`config.mk`:
```
export PLATFORM = sky130hd
export DESIGN_NAME = stepper_spi_master
export DESIGN_NICKNAME = d
export VERILOG_FILES = /design/src/rtl/stepper_spi_pkg.sv /design/src/rtl/stepper_spi_master_clk_divider.sv /design/src/rtl/stepper_spi_master.sv
export SDC_FILE = /design/constraint.sdc
export NUM_CORES = 1
export LEC_CHECK = 0
export BUFFER_PORTS_ARGS = -buffer_cell sky130_fd_sc_hd__buf_2
export CORE_UTILIZATION = 55
export DETAILED_ROUTE_END_ITERATION = 10
export PLACE_DENSITY = 0.74
export SKIP_LAST_GASP = 1
export SYNTH_ARGS = -nofsm -noshare
export SYNTH_HDL_FRONTEND = slang
export SYNTH_SLANG_ARGS = --single-unit
```
`constraint.sdc`:
```
create_clock -name clk -period 5.6 [get_ports clk]
set_input_delay 1.12 -clock clk [delete_from_list [all_inputs] [get_ports clk]]
set_output_delay 1.12 -clock clk [all_outputs]
set_load 0.05 [all_outputs]
```
`src/rtl/stepper_spi_pkg.sv`:
```
// Shared types and constants for the stepper-driver SPI master:
// FSM state encoding, default timing parameters and driver command bytes.
package stepper_spi_pkg;

  typedef enum logic [2:0] {
    ST_IDLE      = 3'd0,
    ST_CS_SETUP  = 3'd1,
    ST_SHIFT     = 3'd2,
    ST_WAIT_NEXT = 3'd3,
    ST_CS_HOLD   = 3'd4,
    ST_CS_GAP    = 3'd5
  } spi_state_e;

  localparam int DEFAULT_CLKS_PER_HALF_BIT = 4;
  localparam int DEFAULT_CS_INACTIVE_CLKS  = 8;

  // Driver command bytes; bit 7 set marks a register write.
  localparam logic [7:0] CMD_NOP           = 8'h00;
  localparam logic [7:0] CMD_READ_STATUS   = 8'h01;
  localparam logic [7:0] CMD_READ_POSITION = 8'h02;
  localparam logic [7:0] CMD_WRITE_CONFIG  = 8'h80;
  localparam logic [7:0] CMD_SET_MICROSTEP = 8'h81;
  localparam logic [7:0] CMD_SET_CURRENT   = 8'h82;
  localparam logic [7:0] CMD_ENABLE        = 8'h83;
  localparam logic [7:0] CMD_DISABLE       = 8'h84;

  function automatic logic cmd_is_write(input logic [7:0] cmd);
    return cmd[7];
  endfunction

endpackage

```
`src/rtl/stepper_spi_master_clk_divider.sv`:
```
// Half-period tick generator: while enabled, tick pulses on every
// CLKS_PER_HALF_BIT-th cycle; disabling reloads the down-counter.
import stepper_spi_pkg::*;

module spi_clk_divider #(
  parameter int CLKS_PER_HALF_BIT = DEFAULT_CLKS_PER_HALF_BIT
) (
  input  logic clk,
  input  logic rst_n,
  input  logic enable,
  output logic tick
);

  localparam logic [7:0] RELOAD = 8'(CLKS_PER_HALF_BIT - 1);

  logic [7:0] cnt_q, cnt_d;

  always_comb begin
    cnt_d = RELOAD;
    if (enable && (cnt_q != 8'd0)) cnt_d = cnt_q - 8'd1;
  end

  always_ff @(posedge clk) begin
    if (!rst_n) cnt_q <= RELOAD;
    else        cnt_q <= cnt_d;
  end

  assign tick = enable && (cnt_q == 8'd0);

endmodule

```
`src/rtl/stepper_spi_master.sv`:
```
// SPI mode-0 master for the stepper driver: byte-wide transmit handshake,
// chip-select framing with bursts, setup/hold and minimum CS_n high time.
import stepper_spi_pkg::*;

module stepper_spi_master #(
  parameter int CLKS_PER_HALF_BIT = DEFAULT_CLKS_PER_HALF_BIT,
  parameter int CS_INACTIVE_CLKS  = DEFAULT_CS_INACTIVE_CLKS
) (
  input  logic       clk,
  input  logic       rst_n,
  input  logic [7:0] i_tx_byte,
  input  logic       i_tx_dv,
  input  logic       i_tx_last,
  output logic       o_tx_ready,
  output logic [7:0] o_rx_byte,
  output logic       o_rx_dv,
  output logic       o_spi_clk,
  output logic       o_spi_mosi,
  input  logic       i_spi_miso,
  output logic       o_spi_cs_n
);

  localparam logic [7:0] GAP_RELOAD = 8'(CS_INACTIVE_CLKS - 1);

  spi_state_e state_q, state_d;
  logic [7:0] tx_shift_q, tx_shift_d;
  logic [7:0] rx_shift_q, rx_shift_d;
  logic [7:0] rx_byte_q, rx_byte_d;
  logic       rx_dv_q, rx_dv_d;
  logic       last_q, last_d;
  logic [3:0] half_idx_q, half_idx_d;
  logic [7:0] gap_cnt_q, gap_cnt_d;
  logic       div_en, tick, accept, byte_done;

  // The divider also runs on the WAIT_NEXT accept cycle so that cycle counts
  // toward the first low half of the next byte, keeping a burst at 16 halves.
  assign div_en = (state_q == ST_CS_SETUP) || (state_q == ST_SHIFT) ||
                  (state_q == ST_CS_HOLD)  || ((state_q == ST_WAIT_NEXT) && i_tx_dv);
  assign accept    = ((state_q == ST_IDLE) || (state_q == ST_WAIT_NEXT)) && i_tx_dv;
  assign byte_done = (state_q == ST_SHIFT) && tick && (half_idx_q == 4'd15);

  spi_clk_divider #(.CLKS_PER_HALF_BIT(CLKS_PER_HALF_BIT)) u_div (
    .clk    (clk),
    .rst_n  (rst_n),
    .enable (div_en),
    .tick   (tick)
  );

  always_ff @(posedge clk) begin
    if (!rst_n) state_q <= ST_IDLE;
    else        state_q <= state_d;
  end

  always_comb begin
    state_d = state_q;
    unique case (state_q)
      ST_IDLE:      if (i_tx_dv) state_d = ST_CS_SETUP;
      ST_CS_SETUP:  if (tick) state_d = ST_SHIFT;
      ST_SHIFT:     if (byte_done) state_d = last_q ? ST_CS_HOLD : ST_WAIT_NEXT;
      ST_WAIT_NEXT: if (i_tx_dv) state_d = ST_SHIFT;
      ST_CS_HOLD:   if (tick) state_d = ST_CS_GAP;
      ST_CS_GAP:    if (gap_cnt_q == 8'd0) state_d = ST_IDLE;
      default:      state_d = ST_IDLE;
    endcase
  end

  always_comb begin
    o_tx_ready = (state_q == ST_IDLE) || (state_q == ST_WAIT_NEXT);
    o_spi_cs_n = (state_q == ST_IDLE) || (state_q == ST_CS_GAP);
    o_spi_clk  = (state_q == ST_SHIFT) && half_idx_q[0];
    o_spi_mosi = !o_spi_cs_n && tx_shift_q[7];
    o_rx_byte  = rx_byte_q;
    o_rx_dv    = rx_dv_q;
  end

  // Even half index ends a low half (SCLK rises), odd ends a high half (SCLK falls).
  always_comb begin
    tx_shift_d = tx_shift_q;
    rx_shift_d = rx_shift_q;
    last_d     = last_q;
    half_idx_d = half_idx_q;
    gap_cnt_d  = gap_cnt_q;
    rx_dv_d    = byte_done;
    rx_byte_d  = byte_done ? rx_shift_q : rx_byte_q;
    if (accept) begin
      tx_shift_d = i_tx_byte;
      last_d     = i_tx_last;
      half_idx_d = 4'd0;
    end else if ((state_q == ST_SHIFT) && tick) begin
      half_idx_d = half_idx_q + 4'd1;
      if (half_idx_q[0]) tx_shift_d = {tx_shift_q[6:0], 1'b0};
      else               rx_shift_d = {rx_shift_q[6:0], i_spi_miso};
    end
    if ((state_q == ST_CS_HOLD) && tick)                    gap_cnt_d = GAP_RELOAD;
    else if ((state_q == ST_CS_GAP) && (gap_cnt_q != 8'd0)) gap_cnt_d = gap_cnt_q - 8'd1;
  end

  always_ff @(posedge clk) begin
    if (!rst_n) begin
      tx_shift_q <= 8'h00;
      rx_shift_q <= 8'h00;
      rx_byte_q  <= 8'h00;
      rx_dv_q    <= 1'b0;
      last_q     <= 1'b0;
      half_idx_q <= 4'd0;
      gap_cnt_q  <= 8'd0;
    end else begin
      tx_shift_q <= tx_shift_d;
      rx_shift_q <= rx_shift_d;
      rx_byte_q  <= rx_byte_d;
      rx_dv_q    <= rx_dv_d;
      last_q     <= last_d;
      half_idx_q <= half_idx_d;
      gap_cnt_q  <= gap_cnt_d;
    end
  end

endmodule

```
==> impl_results.md <==
* Final worst slack at about 2.7 ns
* Worst Skew at 0.005552 ns
* Worst setup EP type: output pin
* Max stage delay cell, worst path: dfxtp_1
* # diodes at 0
* Final setup violation count at 0
* Sink Count at 49
* Die ar. at about 4200 um2
* All-Layer GR Usage at 0.1997
* DRT antenna net count at 0
* # port buffers at 25
* Fin nets at 279
* Slew of the pin with the lowest slew margin at 0.9433 ns
* Via count at 1650
* DRC viols at 0
* Die width at 64.86 um
* CP startpoint kind: flop
* Worst-case clock buffer depth at 2
* Overall power at about 930 uW
* Worst Path Buf+Inv at 1
* Share of the synthesized area in the top cell type at 0.4514
* Worst Hold Class: flop to flop
* Cell Area, Synth at 2173 um2
* Worst Setup Path Type: flop to output pin
* # IOs at 26
* Core outline area at approximately 3700 um2
* Max-slew headroom at 0.3704
* Reg area at roughly 980 um2
* WHS Path Cells at 1
* Clock power share at 0.315
* Resized Gates After CTS at 0
* Final wirelength at 3665 um
* Multi-input gate area at 1100 um2
* WP depth at 3
* Outcome: finished, final reports clean
* Peak VDD IR at 0.2360 mV
* Sequential-to-total area share from yosys stat at 0.4514
* Postcts setup bufs at 0
* Max FO, Critical Path at 10
* Initial DRT Pass Iterations at 4
* Total CTS buffers at 5
* CTS tree: yes
* Sw frac at 0.3153
* Setup TNS at 0 ns
* Seq cells post-synth at 49
* CP max stage delay at ~0.5 ns
* Max Cap Violations at 0
* DR iter-0 viols at 49
* CP top delay family: simple AND/OR/NAND/NOR gates
* Reg clk slew, reported paths at about 0.090 ns
* Largest net degree at the start of global routing at 32
* Htree depth at 2
* Wire per inst at about 12 um
* Post-route minimum period at 2.867 ns
* Synth warn at 0
* Hold buffers post-CTS at 0
* FP Rows at 22
* Reg2Reg Depth at 7
* Sequential Power Share at 0.432
* Crit-path cells: or3b_1 -> nor2_1 -> buf_2
* Initial core utilization at 0.5848
* Vias in the first global route at about 1500
* Final Hold Fails at 0
* First-pass GRT wire length at 6548 um
* RSZ-0062 raised after global routing: false
* Main synth FF type: dfxtp_1
* Vert. Die Dim at around 65 um
* Layout cells sized above 1 at 0.1489
* Post-synth top area cell: dfxtp_1
* Fillcell total at 311
* Worst EP required at roughly 4.5 ns
* FMAX at between 300 and 400 MHz
* Clock latency on the worst-skew pair at 0.30 ns
* Synth top area cells: dfxtp_1 (45%), mux2i_1 (9.2%), nor2_1 (7.6%)
* Drt via density at 5.323
* Syn_nets at between 200 and 300
* Total gr overflow at 0
* Final period util at 0.5119
* Cell variety after synth at a little over 40
* Combinational Power Share at 0.253
* Final GP Congestion at roughly 0.84
* Pint at 635.1 uW
* Average size of a mapped cell at roughly 9.1 um2
* Crit path arrival time at 1.75 ns
* Final HPWL DP at between 2000 and 3000 um
* Area Overhead vs Synth at 12.49%
* FFs w/ async S/R, synth at 0
* Post-synth EDFFs at 0
* Cells after synthesis at 239
* Power density over cell area at 379.4 nW/um2
* Slew Limit Fails at 0
* Place WS at 3.023 ns
* Total leakage power at 1.010 nW
* Initial antenna violation count at 0
* Clock root cell: clkbuf_8
* P_sw at 292.5 uW
==> state kept, by name, summed over array words and instances, names as in the netlist <==
name / cells
o_rx_dv: 1
state_q: 3
o_rx_byte: 8
tx_shift_q: 8
half_idx_q: 4
u_div.cnt_q: 8
gap_cnt_q: 8
last_q: 1
rx_shift_q: 8
==> cells in the mapped netlist (4+ instances only) <==
master	n
or3_1	5
mux2i_1	20
xnor2_1	10
xor2_1	7
clkbuf_1	4
a22oi_1	7
dfxtp_1	49
inv_1	10
nor3b_1	4
a21oi_1	14
nand2_1	16
nor2_1	44
ha_1	5
nor2b_1	4
buf_2	5
==> path summary, 6_finish.rpt <==
check | endpoint | slack [ns] | from
worst max-delay path | o_spi_clk | 2.73 | state_q[1]$_SDFFE_PN0P_
worst min-delay path | u_div.cnt_q[0]$_SDFF_PN1_ | 0.41 | u_div.cnt_q[0]$_SDFF_PN1_
worst max register to register | rx_shift_q[1]$_SDFFE_PN0P_ | 3.05 | u_div.cnt_q[0]$_SDFF_PN1_
worst min register to register | u_div.cnt_q[0]$_SDFF_PN1_ | 0.41 | u_div.cnt_q[0]$_SDFF_PN1_
==> routing by layer <==
layer	wire, um	part of all wire	up-vias	global-route usage
met5	0	0	-	0
met4	60	0.016	0	0.07500
met3	110	0.030	7	0.04754
met2	1701	0.46	26	0.3229
met1	1793	0.49	763	0.2552
li1	-	-	854	-
==> power groups by stage <==
stage | clock network [mW] | logic [mW] | registers, mW
after floorplan | 0 | 0.214 | 0.388
after global placement | 0 | 0.236 | 0.406
after detailed placement | 0 | 0.236 | 0.408
after CTS | 0.299 | 0.236 | 0.400
after global routing | 0.312 | 0.263 | 0.405
final | 0.292 | 0.235 | 0.400
==> placed cells by master, fill, tap and decap left out, types with 3 or more instances in the layout <==
master	instances
dfxtp_1	49
nor2_1	44
buf_2	25
mux2i_1	20
nand2_1	16
a21oi_1	14
inv_1	10
xnor2_1	10
xor2_1	7
a22oi_1	7
or3_1	5
ha_1	5
clkbuf_8	5
nor2b_1	4
nor3b_1	4
nor3_1	3
nand3_1	3
==> per-stage QoR <==
stage               instances  cell area, um2    util  hold WS, ns
floorplan                 239            2173       -       0.3707
global placement          302            2311  0.6219       0.3813
detailed placement        302            2311  0.6219       0.3899
CTS                       310            2445  0.6579       0.4112
global route              310            2445  0.6579       0.4476
finish                    310            2445  0.6579       0.4081
==> cells by family after synthesis <==
kind of cell	after synthesis	synth area share
AND/OR/NAND/NOR	95	0.2199
flip-flops	49	0.4514
AO/OA/AOI/OAI	31	0.09155
buffers and inverters	21	0.04260
multiplexers	21	0.09729
XOR/XNOR	17	0.06851
adder cells (fa/ha/maj)	5	0.02879
==> area by class of cell <==
class | instances | area share
timing repair buffer | 26 | 0.05425
clock buffer | 5 | 0.02815
sequential | 49 | 0.4012
tap | 48 | 0.02457
clock inverter | 3 | 0.02661
multi-input combinational | 169 | 0.4498
inverter | 10 | 0.01535
No activity file was read; power rests on OpenSTA's default activity.
